===== config.mk =====
export PLATFORM = sky130hd
export DESIGN_NAME = hash_state_acc
export DESIGN_NICKNAME = d
export VERILOG_FILES = /design/src/rtl/hash_state_acc.sv
export SDC_FILE = /design/constraint.sdc
export NUM_CORES = 2
export LEC_CHECK = 0
export CORE_AREA = 3 3 308 310
export CTS_CLUSTER_SIZE = 25
export DETAILED_ROUTE_END_ITERATION = 8
export DIE_AREA = 0 0 311 313
export GPL_ROUTABILITY_DRIVEN = 0
export HOLD_SLACK_MARGIN = 0.15
export PLACE_DENSITY = 0.67
export SLEW_MARGIN = 5
export SYNTH_ARGS = -nofsm -noshare
export SYNTH_HDL_FRONTEND = slang
export SYNTH_SLANG_ARGS = --single-unit

===== constraint.sdc =====
create_clock -name clk -period 7.3 [get_ports clk]
set_clock_uncertainty 0.05 [all_clocks]
set_input_delay 1.825 -clock clk [delete_from_list [all_inputs] [get_ports clk]]
set_output_delay 1.825 -clock clk [all_outputs]
set_load 0.1 [all_outputs]

===== src/rtl/hash_state_acc.sv =====
// Chaining-state accumulator for the SHA-256 miner datapath.
// Holds H0..H(WORDS-1), adds each block result serially through one adder.
module hash_state_acc #(
  parameter int WORDS = 8,
  parameter int WIDTH = 32,
  parameter logic [WORDS*WIDTH-1:0] IV =
    256'h6a09e667_bb67ae85_3c6ef372_a54ff53a_510e527f_9b05688c_1f83d9ab_5be0cd19
) (
  input  logic                   clk,
  input  logic                   rst,
  input  logic                   start,
  input  logic                   double_mode,
  input  logic                   add_valid,
  output logic                   add_ready,
  input  logic                   add_final,
  input  logic [WORDS*WIDTH-1:0] add_data,
  output logic [WORDS*WIDTH-1:0] h_state,
  output logic [WORDS*WIDTH-1:0] digest,
  output logic                   mid_valid,
  output logic                   digest_valid,
  output logic                   pass,
  output logic [7:0]             blk_cnt,
  output logic                   busy
);

  localparam int IW = (WORDS > 1) ? $clog2(WORDS) : 1;
  localparam int N  = WORDS * WIDTH;

  typedef enum logic [1:0] {
    S_IDLE,
    S_WAIT,
    S_ADD,
    S_FIN
  } state_e;

  state_e          state_q, state_d;
  logic [N-1:0]    h_q, h_d;
  logic [N-1:0]    buf_q, buf_d;
  logic [N-1:0]    dig_q, dig_d;
  logic            mid_q, mid_d;
  logic            dv_q, dv_d;
  logic            pass_q, pass_d;
  logic [7:0]      cnt_q, cnt_d;
  logic [IW-1:0]   idx_q, idx_d;
  logic            dbl_q, dbl_d;
  logic            fin_q, fin_d;

  always_comb begin
    state_d = state_q;
    h_d     = h_q;
    buf_d   = buf_q;
    dig_d   = dig_q;
    mid_d   = 1'b0;
    dv_d    = 1'b0;
    pass_d  = pass_q;
    cnt_d   = cnt_q;
    idx_d   = idx_q;
    dbl_d   = dbl_q;
    fin_d   = fin_q;
    if (start) begin
      // start drops any in-flight block, including one handshaken now
      h_d     = IV;
      pass_d  = 1'b0;
      cnt_d   = 8'd0;
      idx_d   = '0;
      dbl_d   = double_mode;
      state_d = S_WAIT;
    end else begin
      unique case (state_q)
        S_IDLE: ;
        S_WAIT: begin
          if (add_valid) begin
            buf_d   = add_data;
            fin_d   = add_final;
            cnt_d   = (cnt_q == 8'hFF) ? cnt_q : cnt_q + 8'd1;
            idx_d   = '0;
            state_d = S_ADD;
          end
        end
        S_ADD: begin
          for (int i = 0; i < WORDS; i++) begin
            if (idx_q == IW'(i)) begin
              h_d[(WORDS-1-i)*WIDTH +: WIDTH] =
                h_q[(WORDS-1-i)*WIDTH +: WIDTH] +
                buf_q[(WORDS-1-i)*WIDTH +: WIDTH];
            end
          end
          if (idx_q == IW'(WORDS-1)) begin
            idx_d   = '0;
            state_d = fin_q ? S_FIN : S_WAIT;
          end else begin
            idx_d = idx_q + 1'b1;
          end
        end
        S_FIN: begin
          dig_d = h_q;
          if (dbl_q && !pass_q) begin
            mid_d   = 1'b1;
            pass_d  = 1'b1;
            cnt_d   = 8'd0;
            h_d     = IV;
            state_d = S_WAIT;
          end else begin
            dv_d    = 1'b1;
            state_d = S_IDLE;
          end
        end
        default: state_d = S_IDLE;
      endcase
    end
  end

  always_ff @(posedge clk) begin
    if (rst) begin
      state_q <= S_IDLE;
      h_q     <= IV;
      buf_q   <= '0;
      dig_q   <= '0;
      mid_q   <= 1'b0;
      dv_q    <= 1'b0;
      pass_q  <= 1'b0;
      cnt_q   <= 8'd0;
      idx_q   <= '0;
      dbl_q   <= 1'b0;
      fin_q   <= 1'b0;
    end else begin
      state_q <= state_d;
      h_q     <= h_d;
      buf_q   <= buf_d;
      dig_q   <= dig_d;
      mid_q   <= mid_d;
      dv_q    <= dv_d;
      pass_q  <= pass_d;
      cnt_q   <= cnt_d;
      idx_q   <= idx_d;
      dbl_q   <= dbl_d;
      fin_q   <= fin_d;
    end
  end

  assign add_ready    = (state_q == S_WAIT);
  assign busy         = (state_q != S_IDLE);
  assign h_state      = h_q;
  assign digest       = dig_q;
  assign mid_valid    = mid_q;
  assign digest_valid = dv_q;
  assign pass         = pass_q;
  assign blk_cnt      = cnt_q;

endmodule


==> key figures <==
Clock tree
  – CTS Buf Count: 87
  – CTS Sinks: 786
  – Postcts setup bufs: 0
  – CTS tree: built
  – Max clock buf depth: 3
  – Clk pin slew, worst setup/hold paths: 0.06 ns
  – Post-CTS Resized: 0
  – Clock Latency Late Sink: 0.66 ns
  – Clock root buffer master: clkbuf_16
  – Post-CTS Hold Buffers: 0
  – H-Tree Depth: 3

Final layout
  – Post-layout util: 0.5464
  – Share of cells above drive strength 1: 0.04070
  – Area grow syn2layout: 30.73%
  – Filler instances: 8649
  – Final net count: 6037

Die
  – Die Height: 313 um
  – Die width: 311 um
  – IO Pins: 787
  – Core area: 91940 sq um
  – Row cnt: 111
  – DIE AREA: 97340 sq um
  – Starting Density: 0.4179

Power and ir drop
  – Worst IR Drop VDD: 0.1549 mV
  – Power Density: 189.0 nW/um^2
  – Leakage: 18.95 nW
  – Pwr Total: 0.009496 W

Synth
  – Ys flop type: dfxtp_1
  – Synthesis Warnings: 0
  – FF+latch count, synth: 786
  – Syn Inst Count: 4850
  – Synth area leaders: dfxtp_1 41%, nand2_1 12%, a21oi_1 9.5%
  – Most instantiated library cell after synthesis: nand2_1
  – Mapped Area: 38430 sq um
  – Number of synthesized flops with an enable pin: 0
  – Synth area leader: dfxtp_1
  – Post-synth ARST share: 0
  – Synth unique cells: 83
  – Synth top area share: 0.4095
  – Syn_nets: 5375
  – Syn avg cell area: 7.923 sq um
  – Most instantiated cells after synthesis: 1279 x nand2_1, 786 x dfxtp_1, 731 x a21oi_1
  – Sequential fraction of the synthesis area: 0.4095

STA
  – Worst Tran Pin Value: 1.263 ns
  – Unrepaired setup endpoints after global routing: false
  – Hold violation total from the final report: 0
  – F_max: 208.6 MHz
  – Post-route setup TNS: 0 ns
  – Final setup margin: 2.506 ns
  – Final period util: 0.6568
  – Hold_ws: 0.4014 ns
  – Slew HR: 0.1550
  – Final setup vio count: 0
  – Final Max Tran Viols: 0
  – Tmin final: 4.794 ns

Job
  – Max-cap violations: 0

Setup path
  – CP Cell Sequence: nor2b_1 > clkdlybuf4s50_1
  – Crit start category: register
  – CP top delay family: buffers and inverters
  – Worst Path Required: 5.43 ns
  – Slowest cell delay on critical path: 1.22 ns
  – Slowest cell on the critical path: clkdlybuf4s50_1
  – Crit path buf inv count: 1
  – Arrival time worst endpoint: 2.92 ns
  – Crit-path max FO: 17
  – CP endpoint kind: primary output
  – Crit path kind: reg2out

Placed design
  – Post-place setup slack: 2.547 ns
  – Port bufs: 786
  – Detail Placement HPWL: 101700 um

GRT
  – Largest net degree at the start of global routing: 200
  – Grt ovf: 0
  – First-pass GRT wire length: 209300 um
  – Antenna violations before repair: 30
  – Vias in the first global route: 34897
  – GRT Total Usage: 0.2717

Detailed routing
  – Antenna-violating nets left: 0
  – Drt pass-1 iters: 6
  – Initial drt markers: 2931
  – Routed length per instance: 20.27 um
  – Routed vias: 37106
  – DRT Wirelength: 138800 um
  – Via/cell ratio: 5.422
  – Residual DRC: 0

Min path
  – Hold WC Path Type: reg2reg

Status
  – Status: completed
==> metrics by stage <==
stage | std cells | cell area (sq um)
2_1_floorplan | 4850 | 38430
3_3_place_gp | 6666 | 47320
3_5_place_dp | 6666 | 47320
4_1_cts | 6820 | 50180
5_1_grt | 6837 | 50220
6_report | 6844 | 50240
==> routing by layer <==
| layer | GRT usage | routed length [um] | vias up |
|---|---|---|---|
| met4 | 0.1023 | 4673 | 14 |
| met5 | 0 | 88 | - |
| li1 | - | - | 18208 |
| met2 | 0.4488 | 65290 | 1150 |
| met1 | 0.3454 | 58860 | 17493 |
| met3 | 0.06294 | 9838 | 241 |
==> sequential cells by signal, indices dropped and copies added, names as in the netlist, 2 cells and up <==
name / count
digest: 256
buf_q: 256
idx_q: 3
h_state: 256
blk_cnt: 8
state_q: 2
==> where the power goes <==
group | internal, W | switching [W] | total (W)
Sequential | 0.00433 | 0.0000310 | 0.00436
Combinational | 0.000284 | 0.000376 | 0.000660
Clock | 0.00263 | 0.00185 | 0.00447
Total | 0.00724 | 0.00225 | 0.00950
==> cell families (layout without fill, tap and decap cells) <==
kind of cell,after synthesis,in the layout,synth area share
buffers and inverters,304,1031,0.02973
DFF,786,786,0.4095
and+or+nand+nor,1827,1827,0.1953
AOI/OAI and AO/OA,1450,1450,0.2279
other,0,24,0
xor gates and xnor gates,213,213,0.04855
adders and majority gates,263,263,0.08720
muxes,7,7,0.001824
==> worst paths after layout <==
check	from	to	slack, ns	depth (start not counted)
worst min register to register	digest[169]	digest[169]	0.40	2
worst max register to register	state_q[1]	blk_cnt[7]	3.40	9
worst min-delay path	digest[169]	digest[169]	0.40	2
worst max-delay path	state_q[0]	add_ready	2.51	2
==> cell usage in the layout (no fill, tap or decap), drive strengths merged, types with 37 or more instances in the layout <==
cell type         n
buf              41
o21a             39
o22ai            90
a22oi            68
nor2b            37
nand2          1279
o21ai           167
ha              255
inv              59
xnor2           132
dfxtp           786
clkdlybuf4s50   781
a21oi           732
clkbuf          126
nor2            261
nand3            58
a21o            117
xor2             81
nor3             49
==> worst register-to-register path, stage by stage (launching register included) <==
cell and delay, ns:
dfxtp_1 0.80, nand2_1 0.72, nor2_2 0.68, buf_4 0.34, a21oi_1 0.14, nor2_1 0.40
and4_1 0.32, nand3_1 0.11, xor2_1 0.16, nor2_1 0.05
==> final cells by class <==
cell class                 instances  area [sq um]  area share
multi-input combinational       3760         21610      0.4302
tap                             1243          1555     0.03096
clock buffer                     126          2546     0.05068
antenna                           24         60.06    0.001196
clock inverter                    28         314.1    0.006252
inverter                          55         206.4    0.004110
sequential                       786         15740      0.3132
timing repair buffer             822          8208      0.1634
Power figures use the tool's default switching activity.
